[src/rtl/status_value_queue.sv]
// In-order status queue: entries are pushed in order, completed by tag in any
// order, and retired oldest-first once the oldest entry holds its value.
module status_value_queue #(
    parameter int DEPTH = 32,
    parameter int WIDTH = 8,
    localparam int TW = $clog2(DEPTH)
) (
    input  logic             clk_i,
    input  logic             rsn_i,
    input  logic             flush_i,
    input  logic             push_i,
    output logic [TW-1:0]    push_tag_o,
    input  logic             upd_i,
    input  logic [TW-1:0]    upd_tag_i,
    input  logic [WIDTH-1:0] upd_value_i,
    input  logic             pull_i,
    output logic             valid_o,
    output logic [WIDTH-1:0] value_o,
    output logic             full_o,
    output logic             empty_o,
    output logic [TW:0]      count_o
);

    localparam logic [TW:0] PTR_ONE  = (TW+1)'(1);
    localparam logic [TW:0] FULL_CNT = (TW+1)'(DEPTH);

    logic [DEPTH-1:0]            alloc_q, alloc_d;
    logic [DEPTH-1:0]            done_q, done_d;
    logic [DEPTH-1:0][WIDTH-1:0] value_q, value_d;
    logic [TW:0]                 head_q, head_d;
    logic [TW:0]                 tail_q, tail_d;

    logic [TW-1:0] head_idx_s;
    logic [TW-1:0] tail_idx_s;
    logic [TW:0]   count_s;
    logic          full_s;
    logic          valid_s;
    logic          push_acc_s;
    logic          upd_acc_s;
    logic          pull_acc_s;

    // The wrap bit in each pointer separates a full queue from an empty one.
    assign head_idx_s = head_q[TW-1:0];
    assign tail_idx_s = tail_q[TW-1:0];
    assign count_s    = tail_q - head_q;
    assign full_s     = (count_s == FULL_CNT);
    assign valid_s    = alloc_q[head_idx_s] & done_q[head_idx_s];
    assign push_acc_s = push_i & ~full_s;
    assign upd_acc_s  = upd_i & alloc_q[upd_tag_i] & ~done_q[upd_tag_i];
    assign pull_acc_s = pull_i & valid_s;

    assign push_tag_o = tail_idx_s;
    assign valid_o    = valid_s;
    assign value_o    = value_q[head_idx_s];
    assign full_o     = full_s;
    assign empty_o    = (count_s == '0);
    assign count_o    = count_s;

    // Next-state: pull, update and push touch disjoint entries, so their order here is irrelevant.
    always_comb begin
        alloc_d = alloc_q;
        done_d  = done_q;
        value_d = value_q;
        head_d  = head_q;
        tail_d  = tail_q;
        if (flush_i) begin
            alloc_d = '0;
            done_d  = '0;
            head_d  = '0;
            tail_d  = '0;
        end else begin
            if (pull_acc_s) begin
                alloc_d[head_idx_s] = 1'b0;
                done_d[head_idx_s]  = 1'b0;
                head_d              = head_q + PTR_ONE;
            end else begin
                head_d = head_q;
            end
            if (upd_acc_s) begin
                done_d[upd_tag_i]  = 1'b1;
                value_d[upd_tag_i] = upd_value_i;
            end else begin
                value_d = value_q;
            end
            if (push_acc_s) begin
                alloc_d[tail_idx_s] = 1'b1;
                done_d[tail_idx_s]  = 1'b0;
                tail_d              = tail_q + PTR_ONE;
            end else begin
                tail_d = tail_q;
            end
        end
    end

    // State registers; values survive flush but are zeroed by reset.
    always_ff @(posedge clk_i or negedge rsn_i) begin
        if (!rsn_i) begin
            alloc_q <= '0;
            done_q  <= '0;
            value_q <= '0;
            head_q  <= '0;
            tail_q  <= '0;
        end else begin
            alloc_q <= alloc_d;
            done_q  <= done_d;
            value_q <= value_d;
            head_q  <= head_d;
            tail_q  <= tail_d;
        end
    end

endmodule

[config.mk]
export PLATFORM = sky130hd
export DESIGN_NAME = status_value_queue
export DESIGN_NICKNAME = d
export VERILOG_FILES = /design/src/rtl/status_value_queue.sv
export SDC_FILE = /design/constraint.sdc
export NUM_CORES = 1
export LEC_CHECK = 0
export BUFFER_PORTS_ARGS = -buffer_cell sky130_fd_sc_hd__clkbuf_2
export CAP_MARGIN = 20
export CORE_MARGIN = 3
export CORE_UTILIZATION = 45
export CTS_BUF_LIST = sky130_fd_sc_hd__clkbuf_8
export DETAILED_ROUTE_END_ITERATION = 10
export GPL_ROUTABILITY_DRIVEN = 1
export GPL_TIMING_DRIVEN = 1
export PLACE_DENSITY = 0.74
export SLEW_MARGIN = 10
export SYNTH_ARGS = -nofsm -noshare
export SYNTH_HDL_FRONTEND = slang
export SYNTH_SLANG_ARGS = --single-unit
[constraint.sdc]
create_clock -name clk_i -period 3.48 [get_ports clk_i]
set_input_delay 0.348 -clock clk_i [delete_from_list [all_inputs] [get_ports clk_i]]
set_output_delay 0.348 -clock clk_i [all_outputs]
set_load 0.02 [all_outputs]
* Yosys cells after proc, flatten, opt, wreduce, memory -nomap -nowiden *
Index checks and enable logic that the tools add are counted.

operators by class
  bitwise gates (word level) = 15
  add/subtract/negate cells = 3
  multiplexer cells = 33
  equality and inequality tests = 1
  reduce and logical (&&, ||, !) cells = 7
  magnitude comparators = 6

operators by type and width
  cell                                                               count
  2-to-1 mux 32 bit                                                  10
  bitwise mux 256 bit                                                1
  bitwise AND 32 bit                                                 3
  inverter 32 bit                                                    2
  bitwise OR 32 bit                                                  2
  binary-select mux 8 bit (select 5 bit)                             1
  demux 8 bit (select 5 bit)                                         1
  2-to-1 mux 6 bit                                                   4
  binary-select mux 1 bit (select 5 bit)                             4
  < comparator 5 x 6 -> 1 bit, second input constant                 3
  2-to-1 mux 8 bit                                                   2
  demux 1 bit (select 5 bit)                                         3
  greater-or-equal comparator 5 x 1 -> 1 bit, second input constant  3
  adder 6 x 1 -> 6 bit, second input constant                        2
  2-to-1 mux 1 bit                                                   7
  equality test 6 bit, second input constant                         1
  zero test 6 bit                                                    1
  subtractor 6 bit                                                   1
  bitwise AND 1 bit                                                  5
  nonzero test 2 bit                                                 2
  logical AND 1 bit                                                  3
  inverter 1 bit                                                     3
  AND reduction 2 bit                                                1

storage, ports and cells
  input bits = 19
  logic and storage cells = 101
  flip-flop bits (word level) = 332

* Longest topological paths before layout *
  depth after elaboration = 14
  mapped depth = 15
  gate-level depth less buffers = 11

* Least setup slack after synthesis *
No wires, ideal clock.

  path kind = register to register
  start = register head_q[1]
  end = register done_q[30]
  buffers on the path = 6
  setup time = 0.119 ns
  stages on the path, launching flop included = 16
  data arrival time = 3.778 ns
  required time = 3.361 ns
  slack = -0.416 ns
  cells stage by stage = dfrtp_1 buf_4 buf_4 buf_4 buf_1 inv_1 fa_1 xor2_1 or3_1 o21bai_1 a211o_1 and2_0 clkbuf_1 buf_1 nand3_1 o21a_1

between the ends
  elaborated cells between the ends (all ways) = 25

RTL lines
  element                   RTL line  text
  start: declaration        30        logic [TW:0] head_q, head_d;
  start signal: assignment  101       head_q <= '0;
  start signal: assignment  107       head_q <= head_d;
  subtractor 6 bit          45        assign count_s = tail_q - head_q;
  via count_o[2]            21        output logic [TW:0] count_o
  equality test 6 bit       46        assign full_s = (count_s == FULL_CNT);
  inverter 1 bit            48        assign push_acc_s = push_i & ~full_s;
  bitwise AND 1 bit         48
  2-to-1 mux 32 bit         85        if (push_acc_s) begin
  2-to-1 mux 32 bit         66        if (flush_i) begin
  via done_d[30]            28        logic [DEPTH-1:0] done_q, done_d;
  end signal: assignment    105       done_q <= done_d;
  end: declaration          28

The timed path passes the listed nets, and every way through them passes these cells. The select of a mux whose other input is x is not followed.
A chain may end at the register's enable or synchronous reset.

* Worst setup path in the final report *
  start = register head_q[1]
  end = output value_o[7]

between the ends
  word-level cells in the longest chain between the ends = 2

ends and longest elaborated chain
  element                                 RTL line  text
  binary-select mux 8 bit (select 5 bit)  54        assign value_o = value_q[head_idx_s];
  2-to-1 mux 8 bit (implied by the code)  54
  end: declaration                        18        output logic [WIDTH-1:0] value_o,

Every way passes these cells. The select of a mux whose other input is x is not followed.

==> key figures <==
Outcome
  • Status: finished, final reports clean

Power and ir drop
  • Peak VDD IR: between 300 and 400 uV
  • Pwr Density: approximately 430 nW/um2
  • P_leak: roughly 9 nW

STA
  • Final hold vios: 0
  • Min Tclk post-route: around 3.5 ns
  • Total negative slack: 0 ns
  • Final count of negative-setup-slack endpoints: 0
  • Final period util: 0.991
  • Slew at the pin with the worst max-slew slack: roughly 0.9 ns
  • Fmax: roughly 290 MHz
  • Slew margin rel.: 0.379
  • Unrepaired setup endpoints after global routing: false
  • Clock Skew: roughly 0.029 ns
  • Max Transition Viols Final: 0

Clock tree
  • Worst-Skew Late Latency: approximately 0.62 ns
  • CTS tree: built
  • Clk root buf: clkbuf_8
  • CTS buffer count: 53
  • Clock buffer depth: 3
  • CTS sink cnt: between 300 and 400
  • Clk slew on worst S/H paths: around 0.060 ns
  • Htree depth: 2

Drt
  • Drt drc: 0
  • Via count: 11600
  • WL final: ~47 mm
  • Routed length per instance: between 20 and 30 um
  • DRT Pass-1 Iters: 5
  • Post-route ant nets: 0
  • Via density: around 6
  • Initial DRC count: around 1100

Setup path
  • Slowest stage delay, CP: 0.44 ns
  • Crit path cell chain: buf_16, buf_12, mux4_2, a22oi_1, nand4_1, clkbuf_2
  • Worst-path maximum fanout: 56
  • Critical Path RT: approximately 3.1 ns
  • CP delay by family, top: buffers and inverters
  • CP Buf/Inv Count: 3
  • Crit start category: flop
  • Critical path arrival: around 3.1 ns
  • Slowest CP cell: dfrtp_4
  • CP endpoint kind: primary output
  • Crit Path Class: flop to primary output

Yosys
  • Ys Warns: 0
  • Post-synthesis sequential area ratio: 0.486
  • Top FF cell, synth: dfrtp_1
  • Post-synth ARST share: 1.00
  • Cell variety after synth: between 70 and 80
  • Synthesis-stage register bit count: about 330
  • Post-synth EDFFs: 0
  • Avg Cell Area, Syn: around 13 um2
  • Post-synth net total: ~1300
  • Post-Syn Instances: roughly 1300
  • Post-Syn Area: ~17000 um2

Global route
  • First-pass GRT wire length: 72.9 mm
  • Top Usage Layer GRT: met2
  • Met3 usage: 0.0574
  • GRT Residual Overflow: 0
  • Initial antenna violation count: 1
  • Total Routing Usage GR: 0.231
  • Met1 usage: 0.325
  • M2 GR Usage: 0.352
  • Number of global-route vias before repair: roughly 12000
  • Largest net degree at the start of global routing: around 110

Finish
  • Total inserted antenna cells: 0
  • Nets: about 1400
  • Area grow syn2layout: 12.1%
  • Design Area, Final: about 19000 um2
  • Share of cells above drive strength 1: 0.403

Hold path
  • HP Class: input pin to flop

Floorplan
  • IO Count: between 40 and 50
  • Cell Rows: 70
  • Starting Density: 0.461
  • Area of the core: about 37000 um2
  • Die Ht: 201 um
  • Die W: 201 um
  • Die ar.: between 40000 and 50000 um2

Placement
  • HPWL after DPL: 31.3 mm
  • Global placer's final weighted congestion: about 0.97
  • # port buffers: 40
  • Post-DP Area: approximately 18000 um2

Flow run
  • MaxCap Viol Count: 0
==> Yosys cell counts (6+ instances only) <==
cell type | number | area share
dfrtp_1 | 332 | 0.49
mux2_2 | 232 | 0.15
mux4_2 | 67 | 0.088
clkbuf_1 | 57 | 0.013
nand2_1 | 47 | 0.010
mux2i_1 | 45 | 0.026
a21oi_1 | 38 | 0.011
nand3_1 | 36 | 0.011
a22oi_1 | 34 | 0.015
o21ai_0 | 34 | 0.010
nor2_1 | 30 | 0.0066
mux2_4 | 24 | 0.021
o21a_1 | 19 | 0.0083
o211a_1 | 18 | 0.011
nand4_1 | 17 | 0.0062
inv_1 | 16 | 0.0035
ha_1 | 13 | 0.0095
buf_1 | 12 | 0.0026
buf_4 | 11 | 0.0048
nor3_1 | 10 | 0.0029
buf_2 | 9 | 0.0026
mux4_1 | 9 | 0.014
nor2_2 | 9 | 0.0033
o32ai_1 | 9 | 0.0046
and3_1 | 8 | 0.0029
nor2_8 | 8 | 0.0094
o211ai_1 | 8 | 0.0035
a21boi_0 | 7 | 0.0031
o22ai_1 | 7 | 0.0026
or3_1 | 6 | 0.0022
xor2_1 | 6 | 0.0031
==> worst register-to-register path: cells and delay by family, from the launching register on <==
| family | cells | cell delay (ns) |
|---|---|---|
| AO/OA/AOI/OAI | 4 | 1.07 |
| buffers and inverters | 2 | 0.43 |
| flip-flops | 1 | 0.45 |
| AND/OR/NAND/NOR | 3 | 1.20 |
==> stage by stage <==
stage | std cells | worst slack [ns] | total power, mW | utilization | hold slack [ns]
after floorplan | 1271 | 0.0643 | 4.65 | - | 0.0524
after global placement | 1783 | 0.208 | 4.91 | 0.486 | 0.482
after detailed placement | 1783 | 0.167 | 4.94 | 0.486 | 0.483
after CTS | 1876 | 0.0422 | 8.30 | 0.516 | 0.000544
after global routing | 1877 | 0.0164 | 8.55 | 0.517 | 0.0172
final | 1877 | 0.0296 | 8.23 | 0.517 | 0.0383
==> layout make-up <==
type	instances	area, um2
multi-input combinational	824	8230
clock buffer	63	867
clock inverter	28	183
fill	3094	17900
timing repair buffer	108	863
inverter	18	67.6
tap	504	631
sequential	332	8320
==> where the power goes <==
part           switching (mW)  internal [mW]  total, mW
clock network            1.56           1.79       3.35
logic                   0.406          0.313      0.719
registers               0.103           4.05       4.16
total                    2.07           6.15       8.23
==> per-layer routing <==
| metal | vias to the layer above | wire (um) |
|---|---|---|
| li1 | 4949 | - |
| met1 | 6008 | 20000 |
| met2 | 487 | 21600 |
| met3 | 105 | 3850 |
| met4 | 2 | 1420 |
| met5 | - | 8 |
==> cells in the final DEF, fill, tap and decap left out, types with 6 or more instances in the layout <==
cell type	n
dfrtp_1	329
mux2_2	232
mux4_2	67
clkbuf_8	63
buf_4	58
nand2_1	47
mux2i_1	45
clkbuf_2	39
a21oi_1	38
nand3_1	36
o21ai_0	34
a22oi_1	34
inv_1	32
nor2_1	30
mux2_4	24
o21a_1	19
o211a_1	18
nand4_1	17
ha_1	13
nor3_1	10
mux4_1	9
nor2_2	9
o32ai_1	9
and3_1	8
o211ai_1	8
nor2_8	8
o22ai_1	7
a21boi_0	7
or3_1	6
buf_12	6
==> path summary, 6_finish.rpt <==
kind	startpoint	endpoint	slack, ns	cells after the start
max	head_q[1]	value_o[7]	0.03	6
min	flush_i	alloc_q[5]	0.04	2
max reg2reg	head_q[2]	head_q[5]	0.25	9
min reg2reg	value_q[177]	value_q[177]	0.50	1
max in group asynchronous	rsn_i	value_q[42]	2.11	3
min in group asynchronous	rsn_i	head_q[5]	0.39	2
==> flip-flops by register name, summed over array words and instances (netlist names) <==
register,count
alloc_q,32
value_q,256
tail_q,6
done_q,32
head_q,6
==> cells by family (layout without fill, tap and decap cells) <==
| kind of cell | after synthesis | after routing | synth area share |
|---|---|---|---|
| muxes | 377 | 377 | 0.302 |
| DFF | 332 | 332 | 0.486 |
| and+or+nand+nor | 222 | 222 | 0.0807 |
| AOI/OAI and AO/OA | 202 | 202 | 0.0827 |
| buffers and inverters | 115 | 217 | 0.0329 |
| adders and majority gates | 14 | 14 | 0.0107 |
| xor gates and xnor gates | 9 | 9 | 0.00461 |
==> what timing repair did <==
action / 4_1_cts / 5_1_grt
hold buffers: 1 / 0
buffers inserted: 0 / 1
resized for setup: 3 / 4
hold endpoints to repair: 105 / 0
setup endpoints to repair: 8 / 3
cloned: 1 / 0
No activity file was read; power rests on OpenSTA's default activity.
